**config.mk**
```make
export PLATFORM = sky130hd
export DESIGN_NAME = sr_latch_driver
export DESIGN_NICKNAME = d
export VERILOG_FILES = /design/src/rtl/sr_latch_pkg.sv /design/src/rtl/sync2.sv /design/src/rtl/sr_latch_driver.sv
export SDC_FILE = /design/constraint.sdc
export NUM_CORES = 1
export LEC_CHECK = 0
export CAP_MARGIN = 10
export CELL_PAD_IN_SITES_DETAIL_PLACEMENT = 0
export CELL_PAD_IN_SITES_GLOBAL_PLACEMENT = 1
export CORE_AREA = 3 3 53 55
export DETAILED_ROUTE_END_ITERATION = 10
export DIE_AREA = 0 0 56 58
export PLACE_DENSITY_LB_ADDON = 0.12
export SLEW_MARGIN = 20
export SYNTH_ARGS = -nofsm -noshare
export SYNTH_HDL_FRONTEND = slang
export SYNTH_SLANG_ARGS = --single-unit
```
**constraint.sdc**
```tcl
create_clock -name clk -period 1.9 [get_ports clk]
set_input_delay 0.285 -clock clk [delete_from_list [all_inputs] [get_ports clk]]
set_output_delay 0.285 -clock clk [all_outputs]
set_load 0.1 [all_outputs]
```
**src/rtl/sr_latch_pkg.sv**
```systemverilog
// sr_latch_pkg: shared states and default timing for the SR latch driver.
package sr_latch_pkg;
   typedef enum logic [1:0] {ST_IDLE, ST_PULSE, ST_CHECK} state_t;
   localparam int DEF_PULSE_CYCLES = 4;
   localparam int DEF_TIMEOUT_CYCLES = 16;
endpackage

```
**src/rtl/sync2.sv**
```systemverilog
// sync2: parameterized-width two-flop synchronizer, async active-high reset to 0.
module sync2 #(
   parameter int W = 1
) (
   input  logic         clk,
   input  logic         rst,
   input  logic [W-1:0] d,
   output logic [W-1:0] q
);
   logic [W-1:0] meta;
   always_ff @(posedge clk or posedge rst) begin
      if (rst) begin
         meta <= '0;
         q <= '0;
      end else begin
         meta <= d;
         q <= meta;
      end
   end
endmodule

```
**src/rtl/sr_latch_driver.sv**
```systemverilog
// sr_latch_driver: clocked set/reset pulse initiator for an asynchronous SR latch,
// confirming the result through synchronized q/qbar feedback with a timeout.
module sr_latch_driver
   import sr_latch_pkg::*;
#(
   parameter int PULSE_CYCLES = DEF_PULSE_CYCLES,
   parameter int TIMEOUT_CYCLES = DEF_TIMEOUT_CYCLES
) (
   input  logic clk,
   input  logic rst,
   input  logic req_valid,
   input  logic req_val,
   output logic req_ready,
   output logic s,
   output logic r,
   input  logic q,
   input  logic qbar,
   output logic done,
   output logic err,
   output logic state_q
);
   localparam int CW = $clog2(PULSE_CYCLES > TIMEOUT_CYCLES ? PULSE_CYCLES : TIMEOUT_CYCLES);
   localparam logic [CW-1:0] PULSE_LOAD = CW'(PULSE_CYCLES - 1);
   localparam logic [CW-1:0] TIMEOUT_LOAD = CW'(TIMEOUT_CYCLES - 1);

   if (PULSE_CYCLES < 2) begin : g_bad_pulse
      $error("PULSE_CYCLES must be >= 2");
   end
   if (TIMEOUT_CYCLES < 1) begin : g_bad_timeout
      $error("TIMEOUT_CYCLES must be >= 1");
   end

   state_t state, state_n;
   logic [CW-1:0] cnt, cnt_n;
   logic val, val_n, state_q_n, done_n, err_n, match;
   logic [1:0] fb;

   sync2 #(.W(2)) u_sync (.clk(clk), .rst(rst), .d({q, qbar}), .q(fb));

   // An invalid pair (q_s == qbar_s) can never satisfy both terms.
   assign match = (fb[1] == val) && (fb[0] == ~val);

   always_comb begin
      state_n = state;
      cnt_n = cnt;
      val_n = val;
      state_q_n = state_q;
      done_n = 1'b0;
      err_n = 1'b0;
      case (state)
         ST_IDLE: if (req_valid) begin
            state_n = ST_PULSE;
            val_n = req_val;
            cnt_n = PULSE_LOAD;
         end
         ST_PULSE: if (cnt == '0) begin
            state_n = ST_CHECK;
            cnt_n = TIMEOUT_LOAD;
         end else cnt_n = cnt - 1'b1;
         ST_CHECK: if (match) begin
            state_n = ST_IDLE;
            done_n = 1'b1;
            state_q_n = val;
         end else if (cnt == '0) begin
            state_n = ST_IDLE;
            done_n = 1'b1;
            err_n = 1'b1;
         end else cnt_n = cnt - 1'b1;
         default: state_n = ST_IDLE;
      endcase
   end

   // Outputs are registered from next-state so s/r track the pulse window exactly.
   always_ff @(posedge clk or posedge rst) begin
      if (rst) begin
         state <= ST_IDLE;
         cnt <= '0;
         val <= 1'b0;
         state_q <= 1'b0;
         done <= 1'b0;
         err <= 1'b0;
         s <= 1'b0;
         r <= 1'b0;
         req_ready <= 1'b1;
      end else begin
         state <= state_n;
         cnt <= cnt_n;
         val <= val_n;
         state_q <= state_q_n;
         done <= done_n;
         err <= err_n;
         s <= (state_n == ST_PULSE) && val_n;
         r <= (state_n == ST_PULSE) && !val_n;
         req_ready <= state_n == ST_IDLE;
      end
   end
endmodule
```
==> impl_metrics.json, run 1 <==
{
  "layout_min_cycle_time_ns": 1.85,
  "synth_cell_types": 33,
  "die_h_microns": 58,
  "grt_pass1_wl_microns": 2990,
  "synth_ff_type": "dfrtp_1",
  "wl_per_cell_microns": 12.7,
  "layout.cell_area.non_filler_sq_um": 1080,
  "fp.coreArea_sq_um": 2430,
  "status": "complete, no violations",
  "avgSynthCellArea_sq_um": 10.9,
  "diodes": 0,
  "hold_class": "input port to async pin",
  "nets": 112,
  "power_mw": 1.84,
  "multi_input_area_sq_um": 388,
  "cts_tree": "yes",
  "critPathCaptureType": "flop",
  "clock_latency_ns": 0.29,
  "max_cap_viol_count": 0,
  "synthTopCellsByArea": "dfrtp_1 (47%), ha_1 (7.3%), inv_1 (5.2%)",
  "antenna_found_initial": 0,
  "htree_levels": 1,
  "path_max_fanout": 6,
  "final_util": 0.444,
  "grt_max_degree": 18,
  "syn2layout_area_growth_pct": 25.6,
  "synth_common_cells": "dfrtp_1 (16), inv_1 (12), nor2_1 (7)",
  "grt_setup_unrepaired": "true",
  "cts-root-buf": "clkbuf_4",
  "p_leak_nw": 0.494,
  "synth_seq_cells": 17,
  "syn_area_sq_um": 860,
  "fill_cells": 246,
  "holdWs_ns": 0.358,
  "grt_usage": 0.118,
  "slowest_delay_ns": 0.42,
  "synthCells": 79,
  "wl_microns": 1650,
  "yosys.cell_count.top_type": "dfrtp_1",
  "ys_seq_area_frac": 0.496,
  "crit_type": "flop to flop",
  "synth_top_area_cell": "dfrtp_1",
  "yosys_warnings": 0,
  "synthArstFlopShare": 1.00,
  "core.rowCount": 18,
  "crit_slowest_cell": "or3b_4",
  "synth_top_area_frac": 0.466,
  "place_congestion": 0.751,
  "pin_count": 12,
  "slew_headroom": 0.577,
  "crit_buf_inv": 1,
  "fp.dieW_microns": 56,
  "worstRegToRegCells": 6,
  "io_buffer_count": 11,
  "setup_viol": 0,
  "dp_worst_setup_slack_ns": 0.0464,
  "cts.reportedPaths.clkPinSlew_ns": 0.10,
  "dpl-instance-area_sq_um": 1030,
  "initial_core_util": 0.353,
  "first_pass_iters": 4,
  "path_delay_family": "simple AND/OR/NAND/NOR gates",
  "die_area_sq_um": 3250,
  "clk_path_buf_depth": 2,
  "synth_edf_count": 0,
  "p_per_area_nw_per_um2": 1700,
  "viasPerCell": 4.88,
  "ant_nets": 0,
  "layout_setup_ws_ns": 0.0451,
  "overflow": 0,
  "seqCellArea_sq_um": 427,
  "grt_pass1_vias": 700,
  "dr_total_vias": 635,
  "hold_buffers": 0,
  "drive_gt1_frac": 0.280,
  "cts_num_sinks": 17,
  "finalHoldViolations": 0,
  "drc": 0,
  "slew_violations": 0,
  "critical_path_depth": 6,
  "worstPathArrival_ns": 2.04,
  "worst_ir_drop_vdd_mv": 0.799,
  "cp_cell_sequence": "inv_1 > ha_1 > or3b_4 > a31oi_4 > nor3_2 > mux2_4",
  "max_freq_mhz": 539,
  "clock_skew_ns": 0.00239,
  "worstMarginPinSlew_ns": 0.634,
  "cp-start-kind": "flop",
  "fin_crit_sh": 0.976,
  "syn-num-nets": 90,
  "cts_buffers": 3,
  "drtIter0Drc": 5,
  "cp.required_ns": 2.08,
  "place_hpwl_microns": 1330
}
-- sequential cells by signal, indices dropped and copies added, names as in the netlist --
signal / flops
cnt: 4
state: 2
u_sync.meta: 2
u_sync.q: 2
done: 1
err: 1
r: 1
req_ready: 1
s: 1
state_q: 1
val: 1
-- kinds of logic (layout without fill, tap and decap cells) --
logic type | Yosys count | count (layout) | synth area share
AOI/OAI and AO/OA | 17 | 17 | 0.164
DFF | 17 | 17 | 0.496
buffers and inverters | 12 | 33 | 0.0524
muxes | 2 | 2 | 0.0306
and+or+nand+nor | 26 | 26 | 0.183
adders and majority gates | 5 | 5 | 0.0728
-- worst reg2reg max path: cells and delay by family (launching register included) --
family	cells	cell delay, ns
DFF	1	0.39
buffers and inverters	1	0.07
and+or+nand+nor	2	0.52
AOI/OAI and AO/OA	1	0.27
muxes	1	0.30
adders and majority gates	1	0.18
-- layer usage --
metal / GRT usage / vias up / share of wire
met2: 0.217 / 10 / 0.51
met5: 0 / - / 0
met1: 0.131 / 299 / 0.45
met3: 0.0468 / 2 / 0.038
met4: 0.0203 / 0 / 0.0085
li1: - / 324 / -
-- path summary, 6_finish.rpt --
kind | startpoint | endpoint | slack [ns]
max | cnt[0] | cnt[1] | 0.05
min | rst | val | 0.36
max reg2reg | cnt[0] | cnt[1] | 0.05
min reg2reg | u_sync.meta[1] | u_sync.q[1] | 0.36
max in group asynchronous | rst | done | 1.13
min in group clk | u_sync.meta[1] | u_sync.q[1] | 0.36
-- repair_timing --
action | in CTS | in global routing
setup buffers | 0 | 2
resized for setup | 0 | 1
endpoints found under the setup margin | 0 | 7
-- cell type report --
type,instances,area share
timing repair buffer,17,0.141
clock inverter,1,0.00695
multi-input combinational,50,0.359
clock buffer,3,0.0209
sequential,17,0.395
tap,30,0.0348
inverter,12,0.0417
-- report_power, final --
group	internal [mW]	switching (mW)	total [mW]	leakage (nW)
clock network	0.0800	0.118	0.198	0.0139
logic	0.448	0.637	1.09	0.268
registers	0.476	0.0759	0.552	0.212
-- stage by stage --
stage	std cells	TNS (ns)
after floorplan	79	0
after global routing	130	-0.159
after global placement	124	0
after CTS	128	0
after detailed placement	124	0
final	130	0
-- layout by cell type, fill, tap and decap left out, drive strengths merged, types with 3 or more instances in the layout --
cell type,n
o21ai,3
buf,12
inv,12
dfrtp,16
a21oi,5
nor2,7
clkdlybuf4s50,5
ha,5
clkbuf,3
Note: power is estimated with default switching activity, not from simulation.
==> inputs of run 2 (changes only) <==
- PLACE_DENSITY: not set -> 0.81
- PLACE_DENSITY_LB_ADDON: 0.12 -> not set
==> run 2 against run 1 <==
Effect of this change:
- clock skew grew 0.0019 ns
- global-route usage decreased by 0.71 points
- cell area rose by 0.12%
- sequential share of layout area is essentially flat
- critical endpoint unchanged
- largest cell class unchanged
- largest power group unchanged
- highest routed layer unchanged
==> impl_metrics.json, run 2 (synthesis results as in run 1) <==
{
  "status": "complete, no violations",
  "setup_viol": 0,
  "max_cap_viol_count": 0,
  "seqCellArea_sq_um": 427,
  "layout_common_cells": "dfrtp_1 (16), inv_1 (11), buf_4 (10), nor2_1 (7)",
  "syn2layout_area_growth_pct": 25.8,
  "p_sw_mw": 0.839,
  "cp-startpoint": "cnt[0]",
  "first_pass_iters": 3,
  "cts-root-buf": "clkbuf_4",
  "fin_crit_sh": 0.965,
  "dr_total_vias": 653,
  "wl_per_cell_microns": 12.6,
  "grt_max_degree": 18,
  "p_int_mw": 1.01,
  "final_util": 0.444,
  "crit_type": "flop to flop",
  "timing.rr.start": "cnt[0]",
  "viasPerCell": 5.06,
  "p_seq_frac": 0.302,
  "ant_nets": 0,
  "layout.cell_area.non_filler_sq_um": 1080,
  "place_hpwl_microns": 1270,
  "fp.coreArea_sq_um": 2430,
  "diodes": 0,
  "p_leak_nw": 0.490,
  "htree_levels": 1,
  "die_area_sq_um": 3250,
  "final_common_cell": "dfrtp_1",
  "antenna_found_initial": 0,
  "largest_reg_flops": 4,
  "wl_microns": 1630,
  "clock_skew_ns": 0.00433,
  "nets": 111,
  "hold_class": "input port to async pin",
  "slew_headroom": 0.593,
  "drc": 0,
  "grt_pass1_wl_microns": 2730,
  "critPathCaptureType": "flop",
  "fill_cells": 243,
  "die_h_microns": 58,
  "swShare": 0.454,
  "cp-start-kind": "flop",
  "drtIter0Drc": 10,
  "layout_min_cycle_time_ns": 1.83,
  "grt_setup_unrepaired": "false",
  "slew_violations": 0,
  "multi_input_area_sq_um": 399,
  "worstPathArrival_ns": 2.02,
  "overflow": 0,
  "p_comb_frac": 0.595,
  "max_freq_mhz": 545,
  "initial_core_util": 0.353,
  "p_per_area_nw_per_um2": 1710,
  "place_congestion": 0.778,
  "holdWs_ns": 0.357,
  "grt_pass1_vias": 651,
  "grt_usage": 0.111,
  "io_buffer_count": 11,
  "cts_tree": "yes",
  "cts_buffers": 3,
  "finalHoldViolations": 0,
  "path_max_fanout": 6,
  "clock_latency_ns": 0.29,
  "drive_gt1_frac": 0.303,
  "pin_count": 12,
  "cts_num_sinks": 17,
  "worst_ir_drop_vdd_mv": 0.885,
  "registers.top_by_ff_count": "cnt",
  "worstMarginPinSlew_ns": 0.609,
  "dpl-instance-area_sq_um": 1020,
  "cp.required_ns": 2.09,
  "p_clk_frac": 0.103,
  "cts.reportedPaths.clkPinSlew_ns": 0.10,
  "clk_path_buf_depth": 2,
  "core.rowCount": 18,
  "fp.dieW_microns": 56,
  "hold_buffers": 0
}
run 2: area by class of cell:
cell class,instances,area share
clock buffer,3,0.0208
multi-input combinational,50,0.369
sequential,17,0.395
tap,30,0.0347
clock inverter,1,0.00463
timing repair buffer,16,0.134
inverter,12,0.0417
run 2: path summary, 6_finish.rpt:
path | end | slack (ns) | cells past startpoint
worst max-delay path | cnt[1] | 0.07 | 6
worst min-delay path | err | 0.36 | 2
worst max register to register | cnt[1] | 0.07 | 6
worst min register to register | u_sync.q[0] | 0.37 | 0
max in group asynchronous | u_sync.meta[1] | 1.15 | 2
min in group clk | u_sync.q[0] | 0.37 | 0
run 2: layer usage:
metal / wire [microns] / global-route usage / up-vias / share of wire
li1: - / - / 322 / -
met1: 709 / 0.127 / 317 / 0.44
met2: 805 / 0.184 / 12 / 0.49
met3: 94 / 0.0512 / 2 / 0.058
met4: 18 / 0.0407 / 0 / 0.011
met5: 0 / 0 / - / 0
run 2: worst max-delay path: stages, from the launching register on:
cell     delay, ns
dfrtp_1       0.42
inv_2         0.07
ha_2          0.17
or3b_4        0.40
a31oi_4       0.29
nor3_4        0.08
mux2_4        0.30
run 2: per-stage QoR:
stage	total power, mW	instances	setup TNS [ns]	setup WS (ns)
4_1_cts	1.82	126	0	0.0652
2_1_floorplan	1.35	79	0	0.142
3_3_place_gp	1.60	122	0	0.0629
3_5_place_dp	1.61	122	-0.0507	-0.0432
5_1_grt	1.99	129	0	0.00335
6_report	1.85	129	0	0.0667
run 2: timing repair:
action,4_1_cts,5_1_grt
pin swaps,0,1
resized for setup,1,4
setup endpoints to repair,4,3
buffers inserted,0,3
run 2: power groups by stage:
stage	Sequential, mW	Clock (mW)	Combinational, mW
after global routing	0.572	0.218	1.20
final	0.558	0.190	1.10
after CTS	0.557	0.200	1.06
after global placement	0.563	0	1.04
after floorplan	0.758	0	0.595
after detailed placement	0.564	0	1.05
